## src/rtl/genesis_pad_poll_scheduler_pkg.sv

```systemverilog
// Shared encodings for the Genesis pad poll scheduler: pad types, decoded bit
// positions, phase sequencing constants and scheduler states.
package genesis_pad_poll_scheduler_pkg;

    localparam int unsigned PIN_W      = 6;
    localparam int unsigned DEC_W      = 12;
    localparam int unsigned NUM_PHASES = 8;
    localparam int unsigned PHASE_W    = 3;

    localparam int unsigned BIT_R = 0;
    localparam int unsigned BIT_L = 1;
    localparam int unsigned BIT_D = 2;
    localparam int unsigned BIT_U = 3;
    localparam int unsigned BIT_A = 4;
    localparam int unsigned BIT_B = 5;
    localparam int unsigned BIT_C = 6;
    localparam int unsigned BIT_S = 7;
    localparam int unsigned BIT_M = 8;
    localparam int unsigned BIT_X = 9;
    localparam int unsigned BIT_Y = 10;
    localparam int unsigned BIT_Z = 11;

    typedef enum logic [1:0] {
        PAD_SMS  = 2'd0,
        PAD_3BTN = 2'd1,
        PAD_6BTN = 2'd2,
        PAD_ERR  = 2'd3
    } padType_t;

    typedef enum logic [1:0] {
        ST_IDLE,
        ST_P1,
        ST_P2,
        ST_COOLDOWN
    } schedState_t;

    function automatic padType_t typeFromFlags(input logic flag3, input logic flag6);
        case ({flag3, flag6})
            2'b10:   return PAD_3BTN;
            2'b11:   return PAD_6BTN;
            2'b01:   return PAD_ERR;
            default: return PAD_SMS;
        endcase
    endfunction

    // Buttons a pad type cannot report are forced to zero at commit.
    function automatic logic [DEC_W-1:0] maskDecoded(input logic [DEC_W-1:0] raw, input padType_t padType);
        logic [DEC_W-1:0] masked;
        masked = raw;
        case (padType)
            PAD_3BTN: masked[BIT_Z:BIT_M] = '0;
            PAD_6BTN: masked = raw;
            default: begin
                masked[BIT_Z:BIT_S] = '0;
                masked[BIT_A]       = 1'b0;
            end
        endcase
        return masked;
    endfunction

endpackage

```

## src/rtl/genesis_pad_poll_scheduler_if.sv

```systemverilog
// Pad pins, SELECT lines, request and published results of the pad poll scheduler.
interface genesis_pad_poll_scheduler_if;
    import genesis_pad_poll_scheduler_pkg::*;

    logic             iPOLL_REQ;
    logic [PIN_W-1:0] iGENPAD1;
    logic [PIN_W-1:0] iGENPAD2;
    logic             oGENPAD1_SELECT;
    logic             oGENPAD2_SELECT;
    logic [DEC_W-1:0] oGENPAD1_DECODED;
    logic [DEC_W-1:0] oGENPAD2_DECODED;
    logic [1:0]       oGENPAD1_TYPE;
    logic [1:0]       oGENPAD2_TYPE;
    logic             oBUSY;
    logic             oDONE;

    modport master (
        output iPOLL_REQ, iGENPAD1, iGENPAD2,
        input  oGENPAD1_SELECT, oGENPAD2_SELECT, oGENPAD1_DECODED, oGENPAD2_DECODED,
        input  oGENPAD1_TYPE, oGENPAD2_TYPE, oBUSY, oDONE
    );

    modport slave (
        input  iPOLL_REQ, iGENPAD1, iGENPAD2,
        output oGENPAD1_SELECT, oGENPAD2_SELECT, oGENPAD1_DECODED, oGENPAD2_DECODED,
        output oGENPAD1_TYPE, oGENPAD2_TYPE, oBUSY, oDONE
    );
endinterface

```

## src/rtl/genesis_pad_poll_scheduler_capture.sv

```systemverilog
// Per-port shadow capture: samples pins on phase-end strobes, detects pad type
// and publishes type plus masked buttons together at commit.
module genesis_pad_poll_scheduler_capture
    import genesis_pad_poll_scheduler_pkg::*;
(
    input  logic               iCLK,
    input  logic               iN_RESET,
    input  logic [PIN_W-1:0]   pins,
    input  logic [PHASE_W-1:0] phase,
    input  logic               sampleStb,
    input  logic               start,
    input  logic               commit,
    output logic [DEC_W-1:0]   decoded,
    output padType_t           padType
);

    logic [DEC_W-1:0] shadow;
    logic [PIN_W-1:0] d;
    logic             flag3;
    logic             flag6;
    padType_t         commitType;

    assign d          = ~pins;
    assign commitType = typeFromFlags(flag3, flag6);

    always_ff @(posedge iCLK or negedge iN_RESET) begin
        if (!iN_RESET) begin
            shadow  <= '0;
            flag3   <= 1'b0;
            flag6   <= 1'b0;
            decoded <= '0;
            padType <= PAD_SMS;
        end else begin
            if (start) begin
                shadow <= '0;
                flag3  <= 1'b0;
                flag6  <= 1'b0;
            end else if (sampleStb) begin
                case (phase)
                    PHASE_W'(0): begin
                        shadow[BIT_C]       <= d[5];
                        shadow[BIT_B]       <= d[4];
                        shadow[BIT_U:BIT_R] <= d[3:0];
                    end
                    PHASE_W'(1): begin
                        flag3 <= (pins[1:0] == 2'b00);
                        if (pins[1:0] == 2'b00) begin
                            shadow[BIT_S] <= d[5];
                            shadow[BIT_A] <= d[4];
                        end
                    end
                    PHASE_W'(5): begin
                        flag6 <= (pins[3:0] == 4'b0000);
                        if (pins[3:0] == 4'b0000) begin
                            shadow[BIT_S] <= d[5];
                            shadow[BIT_A] <= d[4];
                        end
                    end
                    // Extended read: Z/Y/X/Mode appear on the d-pad lines.
                    PHASE_W'(6): begin
                        if (flag6) begin
                            shadow[BIT_Z:BIT_M] <= d[3:0];
                            shadow[BIT_C]       <= d[5];
                            shadow[BIT_B]       <= d[4];
                        end
                    end
                    default: ;
                endcase
            end
            if (commit) begin
                padType <= commitType;
                decoded <= maskDecoded(shadow, commitType);
            end
        end
    end

endmodule

```

## src/rtl/genesis_pad_poll_scheduler.sv

```systemverilog
// Sweeps both Genesis pad ports through the 8-phase SELECT sequence per request,
// then holds SELECT high for a cooldown so 6-button pads reset their counters.
module genesis_pad_poll_scheduler
    import genesis_pad_poll_scheduler_pkg::*;
#(
    parameter int unsigned SETTLE_CYC      = 100,
    parameter int unsigned COOLDOWN_CYC    = 100000,
    parameter int unsigned AUTO_PERIOD_CYC = 0
) (
    input  logic                          iCLK,
    input  logic                          iN_RESET,
    genesis_pad_poll_scheduler_if.slave   pad
);

    localparam int unsigned CNT_MAX = (SETTLE_CYC > COOLDOWN_CYC) ? SETTLE_CYC : COOLDOWN_CYC;
    localparam int unsigned CNT_W   = $clog2(CNT_MAX);

    schedState_t        state;
    logic [PHASE_W-1:0] phase;
    logic [CNT_W-1:0]   cnt;
    logic               sel1;
    logic               sel2;
    logic               busy;
    logic               done;
    logic               pending;
    logic               autoTick;

    logic req;
    logic lastCyc;
    logic lastPhase;
    logic startSweep;
    logic p1Sample;
    logic p2Sample;
    logic p1End;
    logic p2End;
    logic coolEnd;

    logic [DEC_W-1:0] dec1;
    logic [DEC_W-1:0] dec2;
    padType_t         type1;
    padType_t         type2;

    // Free-running request timer; disabled entirely when the period is zero.
    generate
        if (AUTO_PERIOD_CYC > 0) begin : gAuto
            localparam int unsigned AUTO_W = (AUTO_PERIOD_CYC > 1) ? $clog2(AUTO_PERIOD_CYC) : 1;
            logic [AUTO_W-1:0] autoCnt;

            assign autoTick = (autoCnt == AUTO_W'(AUTO_PERIOD_CYC - 1));

            always_ff @(posedge iCLK or negedge iN_RESET) begin
                if (!iN_RESET) begin
                    autoCnt <= '0;
                end else if (autoTick) begin
                    autoCnt <= '0;
                end else begin
                    autoCnt <= autoCnt + AUTO_W'(1);
                end
            end
        end else begin : gNoAuto
            assign autoTick = 1'b0;
        end
    endgenerate

    always_comb begin
        req        = pad.iPOLL_REQ | autoTick;
        lastCyc    = (cnt == CNT_W'(SETTLE_CYC - 1));
        lastPhase  = (phase == PHASE_W'(NUM_PHASES - 1));
        startSweep = (state == ST_IDLE) && (req || pending);
        p1Sample   = (state == ST_P1) && lastCyc;
        p2Sample   = (state == ST_P2) && lastCyc;
        p1End      = p1Sample && lastPhase;
        p2End      = p2Sample && lastPhase;
        coolEnd    = (state == ST_COOLDOWN) && (cnt == CNT_W'(COOLDOWN_CYC - 1));
    end

    always_ff @(posedge iCLK or negedge iN_RESET) begin
        if (!iN_RESET) begin
            state   <= ST_IDLE;
            phase   <= '0;
            cnt     <= '0;
            sel1    <= 1'b1;
            sel2    <= 1'b1;
            busy    <= 1'b0;
            done    <= 1'b0;
            pending <= 1'b0;
        end else begin
            done <= 1'b0;
            if (state != ST_IDLE && req) begin
                pending <= 1'b1;
            end
            case (state)
                ST_IDLE: begin
                    if (startSweep) begin
                        state   <= ST_P1;
                        phase   <= '0;
                        cnt     <= '0;
                        busy    <= 1'b1;
                        pending <= 1'b0;
                    end
                end
                ST_P1, ST_P2: begin
                    if (lastCyc) begin
                        cnt <= '0;
                        if (lastPhase) begin
                            phase <= '0;
                            sel1  <= 1'b1;
                            sel2  <= 1'b1;
                            state <= (state == ST_P1) ? ST_P2 : ST_COOLDOWN;
                        end else begin
                            // Next phase is even (SELECT high) exactly when this one is odd.
                            phase <= phase + PHASE_W'(1);
                            if (state == ST_P1) begin
                                sel1 <= phase[0];
                            end else begin
                                sel2 <= phase[0];
                            end
                        end
                    end else begin
                        cnt <= cnt + CNT_W'(1);
                    end
                end
                ST_COOLDOWN: begin
                    done <= (cnt == '0);
                    if (coolEnd) begin
                        state <= ST_IDLE;
                        busy  <= 1'b0;
                        cnt   <= '0;
                    end else begin
                        cnt <= cnt + CNT_W'(1);
                    end
                end
                default: state <= ST_IDLE;
            endcase
        end
    end

    genesis_pad_poll_scheduler_capture uCapture1 (
        .iCLK      (iCLK),
        .iN_RESET  (iN_RESET),
        .pins      (pad.iGENPAD1),
        .phase     (phase),
        .sampleStb (p1Sample),
        .start     (startSweep),
        .commit    (p1End),
        .decoded   (dec1),
        .padType   (type1)
    );

    genesis_pad_poll_scheduler_capture uCapture2 (
        .iCLK      (iCLK),
        .iN_RESET  (iN_RESET),
        .pins      (pad.iGENPAD2),
        .phase     (phase),
        .sampleStb (p2Sample),
        .start     (p1End),
        .commit    (p2End),
        .decoded   (dec2),
        .padType   (type2)
    );

    assign pad.oGENPAD1_SELECT  = sel1;
    assign pad.oGENPAD2_SELECT  = sel2;
    assign pad.oGENPAD1_DECODED = dec1;
    assign pad.oGENPAD2_DECODED = dec2;
    assign pad.oGENPAD1_TYPE    = type1;
    assign pad.oGENPAD2_TYPE    = type2;
    assign pad.oBUSY            = busy;
    assign pad.oDONE            = done;

endmodule
```

## src/flat_wrapper.sv

```systemverilog
// flat-port wrapper written by rule: the top's interface ports become plain ports
module genesis_pad_poll_scheduler_flat import genesis_pad_poll_scheduler_pkg::*;
#(
    parameter int unsigned SETTLE_CYC      = 100,
    parameter int unsigned COOLDOWN_CYC    = 100000,
    parameter int unsigned AUTO_PERIOD_CYC = 0
)
  (iCLK, iN_RESET, pad_iPOLL_REQ, pad_iGENPAD1, pad_iGENPAD2, pad_oGENPAD1_SELECT, pad_oGENPAD2_SELECT, pad_oGENPAD1_DECODED, pad_oGENPAD2_DECODED, pad_oGENPAD1_TYPE, pad_oGENPAD2_TYPE, pad_oBUSY, pad_oDONE);
  genesis_pad_poll_scheduler_if pad_i ();
  input  logic iCLK;
  input  logic iN_RESET;
  input wire logic [$bits(pad_i.iPOLL_REQ)-1:0] pad_iPOLL_REQ;
  input wire logic [$bits(pad_i.iGENPAD1)-1:0] pad_iGENPAD1;
  input wire logic [$bits(pad_i.iGENPAD2)-1:0] pad_iGENPAD2;
  output wire logic [$bits(pad_i.oGENPAD1_SELECT)-1:0] pad_oGENPAD1_SELECT;
  output wire logic [$bits(pad_i.oGENPAD2_SELECT)-1:0] pad_oGENPAD2_SELECT;
  output wire logic [$bits(pad_i.oGENPAD1_DECODED)-1:0] pad_oGENPAD1_DECODED;
  output wire logic [$bits(pad_i.oGENPAD2_DECODED)-1:0] pad_oGENPAD2_DECODED;
  output wire logic [$bits(pad_i.oGENPAD1_TYPE)-1:0] pad_oGENPAD1_TYPE;
  output wire logic [$bits(pad_i.oGENPAD2_TYPE)-1:0] pad_oGENPAD2_TYPE;
  output wire logic [$bits(pad_i.oBUSY)-1:0] pad_oBUSY;
  output wire logic [$bits(pad_i.oDONE)-1:0] pad_oDONE;
  assign pad_i.iPOLL_REQ = pad_iPOLL_REQ;
  assign pad_i.iGENPAD1 = pad_iGENPAD1;
  assign pad_i.iGENPAD2 = pad_iGENPAD2;
  assign pad_oGENPAD1_SELECT = pad_i.oGENPAD1_SELECT;
  assign pad_oGENPAD2_SELECT = pad_i.oGENPAD2_SELECT;
  assign pad_oGENPAD1_DECODED = pad_i.oGENPAD1_DECODED;
  assign pad_oGENPAD2_DECODED = pad_i.oGENPAD2_DECODED;
  assign pad_oGENPAD1_TYPE = pad_i.oGENPAD1_TYPE;
  assign pad_oGENPAD2_TYPE = pad_i.oGENPAD2_TYPE;
  assign pad_oBUSY = pad_i.oBUSY;
  assign pad_oDONE = pad_i.oDONE;
  genesis_pad_poll_scheduler #(.SETTLE_CYC(SETTLE_CYC), .COOLDOWN_CYC(COOLDOWN_CYC), .AUTO_PERIOD_CYC(AUTO_PERIOD_CYC)) u_core (.iCLK(iCLK), .iN_RESET(iN_RESET), .pad(pad_i));
endmodule
```

## config.mk

```make
export PLATFORM = sky130hd
export DESIGN_NAME = genesis_pad_poll_scheduler_flat
export DESIGN_NICKNAME = d
export VERILOG_FILES = /design/src/rtl/genesis_pad_poll_scheduler_pkg.sv /design/src/rtl/genesis_pad_poll_scheduler_if.sv /design/src/rtl/genesis_pad_poll_scheduler_capture.sv /design/src/rtl/genesis_pad_poll_scheduler.sv /design/src/flat_wrapper.sv
export SDC_FILE = /design/constraint.sdc
export NUM_CORES = 1
export LEC_CHECK = 0
export ABC_AREA = 1
export BUFFER_PORTS_ARGS = -buffer_cell sky130_fd_sc_hd__buf_2
export CAP_MARGIN = 15
export CELL_PAD_IN_SITES_DETAIL_PLACEMENT = 2
export CELL_PAD_IN_SITES_GLOBAL_PLACEMENT = 2
export CORE_MARGIN = 5
export CORE_UTILIZATION = 31
export CTS_CLUSTER_DIAMETER = 40
export DETAILED_ROUTE_END_ITERATION = 8
export PLACE_DENSITY = 0.87
export SETUP_SLACK_MARGIN = 0.1
export SLEW_MARGIN = 15
export SYNTH_ARGS = -nofsm -noshare
export SYNTH_HDL_FRONTEND = slang
export SYNTH_SLANG_ARGS = --single-unit
export TNS_END_PERCENT = 20
```

## constraint.sdc

```tcl
create_clock -name iCLK -period 1.49 [get_ports iCLK]
set_input_delay 0.2235 -clock iCLK [delete_from_list [all_inputs] [get_ports iCLK]]
set_output_delay 0.2235 -clock iCLK [all_outputs]
set_load 0.01 [all_outputs]
```

=== After elaboration in Yosys (flattened, before gate mapping) ===
Cells that the tools add are included.

* Logic and storage cells: 184
* Input bits: 15
* Flip-flop bits (word level): 83

* Reductions and logical operators: 55
* Add/subtract/negate cells: 2
* Bitwise gates (word level): 2
* Equality and inequality tests: 30
* Multiplexer cells: 71

{| class="wikitable"
|+ Operator list
! operator !! count
|-
| 2-to-1 mux 17 bit || 3
|-
| case mux 17 bit (3 select lines) || 1
|-
| 2-to-1 mux 12 bit || 4
|-
| 2-to-1 mux 1 bit || 35
|-
| 2-to-1 mux 4 bit || 8
|-
| nonzero test 2 bit || 16
|-
| AND reduction 3 bit || 8
|-
| inequality test 3 x 2 -> 1 bit (second input constant) || 6
|-
| case mux 2 bit (3 select lines) || 3
|-
| adder 17 x 1 -> 17 bit (second input constant) || 1
|-
| equality test 17 bit (second input constant) || 1
|-
| equality test 17 x 7 -> 1 bit (second input constant) || 1
|-
| logical NOT 17 bit || 1
|-
| equality test 2 bit (second input constant) || 8
|-
| 2-to-1 mux 2 bit || 6
|-
| NOT 6 bit || 2
|-
| AND reduction 2 bit || 6
|-
| AND reduction 4 bit || 3
|-
| nonzero test 3 bit || 4
|-
| equality test 2 x 1 -> 1 bit (second input constant) || 5
|-
| inequality test 2 x 1 -> 1 bit (second input constant) || 5
|-
| case mux 1 bit (2 select lines) || 5
|-
| equality test 3 bit (second input constant) || 3
|-
| 2-to-1 mux 3 bit || 3
|-
| 10 further kinds || 22
|}

=== Depth between registers and ports, before layout ===
* Depth in word-level cells: 5
* Mapped depth: 10
* Mapped depth without buffers: 10

=== Hierarchy ===
Synthesis repeated with hierarchy kept, for this count alone.

* Cells, all modules: 557
* Area, all modules: 4496.8 um^2

{| class="wikitable"
|+ By module, submodules not included
! module !! instances !! area each (um^2) !! cells an instance !! sequential area each (um^2)
|-
| genesis_pad_poll_scheduler || 1 || 1908.1 || 254 || 678.2
|-
| genesis_pad_poll_scheduler_capture at u_core.uCapture1 || 1 || 1318.8 || 152 || 700.7
|-
| genesis_pad_poll_scheduler_capture at u_core.uCapture2 || 1 || 1270.0 || 151 || 700.7
|}

=== Worst setup path before layout ===
No wires, ideal clock.

* Path type: register -> register
* Start: reg u_core.cnt[1]
* End: reg u_core.uCapture2.padType[0]
* Data required time: 1.373 ns
* Stages on the path, launching flop included: 10
* Path buffers: 1
* Arrival: 1.527 ns
* Slack: -0.154 ns
* Cells stage by stage: dfrtp_1 > ha_1 > nand4_1 > nor2_4 > nand3_4 > nor2_4 > inv_2 > buf_6 > o21ai_1 > inv_1

* Longest elaborated chain between the ends: 3

{| class="wikitable"
|+ Ends and longest elaborated chain
! item !! line !! source
|-
| start, declared || genesis_pad_poll_scheduler.sv:20 || <nowiki>logic [CNT_W-1:0] cnt;</nowiki>
|-
| start signal, assigned || genesis_pad_poll_scheduler.sv:120 || <nowiki>cnt <= cnt + CNT_W'(1);</nowiki>
|-
| start signal, assigned || genesis_pad_poll_scheduler.sv:130 || <nowiki>cnt <= cnt + CNT_W'(1);</nowiki>
|-
| equality test 17 x 7 -> 1 bit || genesis_pad_poll_scheduler.sv:67 || <nowiki>lastCyc = (cnt == CNT_W'(SETTLE_CYC - 1));</nowiki>
|-
| logical AND 1 bit || genesis_pad_poll_scheduler.sv:71 || <nowiki>p2Sample = (state == ST_P2) && lastCyc;</nowiki>
|-
| logical AND 1 bit || genesis_pad_poll_scheduler.sv:73 || <nowiki>p2End = p2Sample && lastPhase;</nowiki>
|-
| end signal, assigned || genesis_pad_poll_scheduler_capture.sv:71 || <nowiki>padType <= commitType;</nowiki>
|-
| end, declared || genesis_pad_poll_scheduler_capture.sv:14 || <nowiki>output padType_t padType</nowiki>
|}

No other way between the ends.
A chain may end at the register's enable or synchronous reset.

=== Final worst setup path ===
* Start: reg u_core.cnt[0]
* End: reg u_core.uCapture2.padType[1]

The elaborated chain is that of the path after synthesis.

==> flow_metrics.tcl <==
set metrics [dict create \
    port_buffers 46 \
    setup_viol 82 \
    syn_avg_cell_area_um2 7.716 \
    crit_fanout 8 \
    clkTransAtPathRegs_ns 0.07 \
    cts.sinks 83 \
    antenna_left 0 \
    clock_path_buffers 2 \
    netlist_instances 574 \
    dp_hpwl_mm 13.36 \
    dp_cells 875 \
    maxCapViolations 0 \
    reg2reg_from "u_core.cnt[0]" \
    grt_first_pass_wirelength_mm 30.92 \
    synth.most_common_cell "nand2_1" \
    tritoncts "yes" \
    start_util 0.3179 \
    vdd_drop_max_mv 0.7616 \
    synth_edf_count 0 \
    worst-r2r-setup-slack_ns -0.50 \
    end_kind "flip-flop" \
    required_ns 1.73 \
    finClkSkew_ns 0.01327 \
    h-tree-depth 3 \
    gp_congestion 0.8297 \
    gr-total-overflow 0 \
    wl_per_cell_um 25.35 \
    instances_no_fill 907 \
    die_y_um 129.5 \
    whs_ns 0.1525 \
    syn2layout_area_growth_pct 48.45 \
    layout_setup_ws_ns -0.5019 \
    timing.slew.headroom 0.7360 \
    max_stage_delay_ns 0.37 \
    final_nets 759 \
    rows 43 \
    crit_buf_inv 3 \
    async_flop_share 1.000 \
    hold_path.class "in -> reg" \
    first_pass_iters 4 \
    cts_buffers 9 \
    synth_cell_types 26 \
    rsz0062_at_grt "true" \
    clock.fmax_mhz 502.0 \
    synth-seq-cells 83 \
    ctsRootBufferMaster "clkbuf_16" \
    cp.depth 10 \
    crit_end "u_core.uCapture2.padType[1]" \
    layout-drive-gt1-share 0.4030 \
    violations "setup timing" \
    netlist_top_cells_count "nand2_1, dfrtp_1, inv_1" \
    drtIter0Drc 267 \
    outcome "complete, but fails checks" \
    dieWidth_um 129.5 \
    num-fill-cells 1507 \
    yosysSeqAreaShare 0.4695 \
    drv_slew 0 \
    post-route-period-util 1.337 \
    crit_path_start_kind "flip-flop" \
    grt_usage 0.2471 \
    yosys-top-cells-area "dfrtp_1, nand2_1, inv_1" \
    arrival_ns 2.23 \
    timing.rr.end "u_core.uCapture2.padType[1]" \
    dieArea_um2 16780 \
    antenna_found_initial 0 \
    synth_fp_nets 611 \
    cpMaxStageDelayCell "dfrtp_1" \
    ys_warn_count 0 \
    drt-total-wl_mm 22.99 \
    coreArea_um2 13930 \
    crit_chain "ha_2, nand4_1, nor2_4, buf_6, nand3_4, nor2_4, buf_6, nand2_1, o21ai_1, inv_1" \
    clk_latency_ns 0.37 \
    p_leak_nw 3.387 \
    diodes 0 \
    yosys.area.top_type "dfrtp_1" \
    startpoint "u_core.cnt[0]" \
    vias_per_cell 5.297 \
    dp_slack_ns -0.4589 \
    drc 0 \
    period_minus_slack_ns 1.992 \
    ios 47 \
    cp_top_family "simple AND/OR/NAND/NOR gates" \
    syn-cell-area_um2 4429 \
    hold_viol 0 \
    num_vias 4804 \
    r2r_cells 10 \
    powerDensity_nw_per_um2 1391 \
    grt_pass1_vias 5379 \
    tightest_slew_ns 0.3951 \
    netlist.area_leader.share 0.4576 \
    grt_max_degree 40 \
    synthFlopType "dfrtp_1" \
    critPathKind "reg -> reg" \
]
[tightest hold or removal path: cells and delay by family]
family	cells	cell delay, ns
AND/OR/NAND/NOR	3	0.18
buffers and inverters	1	0.08
[where the power goes]
group / total (mW) / switching, mW / internal (mW)
Sequential: 2.56 / 0.139 / 2.43
Clock: 2.27 / 1.08 / 1.18
Combinational: 4.31 / 2.60 / 1.71
Total: 9.15 / 3.82 / 5.32
[cells in the final DEF (no fill, tap or decap), types with 3 or more instances in the layout]
cell type   count
nand2_1       129
buf_4          82
dfrtp_1        80
inv_1          66
buf_2          45
nor2_1         35
nand3_1        34
nand2_2        29
o21ai_1        21
nor2_2         17
ha_1           17
o21ai_2        16
nand2_4        14
a21oi_1        13
nand4_1        12
o21ai_0        12
nor2_4         10
clkbuf_16      10
buf_6          10
a21oi_2         8
xor2_1          7
inv_2           5
buf_12          5
clkinvlp_4      4
nand3_4         4
nand3_2         4
inv_4           3
or2_4           3
ha_2            3
buf_8           3
[logic make-up (layout without fill, tap and decap cells)]
logic type,after synthesis,after routing,synth area share
AOI/OAI and AO/OA,75,75,0.08616
buffers and inverters,89,242,0.08051
adders and majority gates,22,22,0.06215
xor gates and xnor gates,9,9,0.01780
and+or+nand+nor,296,296,0.2839
DFF,83,83,0.4695
[per-stage QoR]
| stage | area [um^2] | total power [mW] | utilization | TNS [ns] |
|---|---|---|---|---|
| after CTS | 6246 | 8.286 | 0.4482 | -21.09 |
| final | 6575 | 9.147 | 0.4719 | -26.81 |
| after floorplan | 4448 | 3.840 | - | -4.069 |
| after global routing | 6575 | 9.469 | 0.4719 | -30.75 |
| after global placement | 5540 | 5.263 | 0.3976 | -12.46 |
| after detailed placement | 5540 | 5.570 | 0.3976 | -27.03 |
[cell type report]
cell class	count	area (um^2)	area share
Clock buffer	11	242.7	0.03692
Clock inverter	5	37.54	0.005709
Inverter	77	309.0	0.04700
Multi-Input combinational cell	402	2491	0.3789
Sequential cell	83	2081	0.3165
Tap cell	180	225.2	0.03425
Timing Repair Buffer	149	1189	0.1808
[registers in the layout, summed over array words and instances (netlist names), 2 cells and up]
name / flops
u_core.cnt: 17
u_core.phase: 3
u_core.state: 2
u_core.uCapture1.decoded: 12
u_core.uCapture1.padType: 2
u_core.uCapture1.shadow: 12
u_core.uCapture2.decoded: 12
u_core.uCapture2.padType: 2
u_core.uCapture2.shadow: 12
[worst min path at each step]
stage	startpoint	endpoint	slack, ns	cells after the start
final	pad_iGENPAD1[5]	u_core.uCapture1.shadow[7]	0.15	4
after global routing	pad_iGENPAD2[4]	u_core.uCapture2.shadow[5]	0.19	4
after CTS	pad_iGENPAD1[5]	u_core.uCapture1.shadow[7]	0.15	4
after detailed placement	iN_RESET	u_core.uCapture2.shadow[7]	0.14	1
after global placement	iN_RESET	u_core.uCapture2.shadow[7]	0.14	1
after floorplan	iN_RESET	u_core.cnt[0]	-0.07	0
[repair_timing]
action,CTS,global route
resized for setup,120,79
setup buffers,3,9
gates cloned,2,1
hold buffers,1,0
pin swaps,11,20
endpoints found under the setup margin,82,82
hold endpoints to repair,16,0
[per-layer routing]
layer  share of wire  global-route usage
met2            0.55              0.4607
met3           0.035             0.03586
met1            0.37              0.2622
met5               0                   0
met4           0.051              0.1479
No activity file was read; power rests on OpenSTA's default activity.
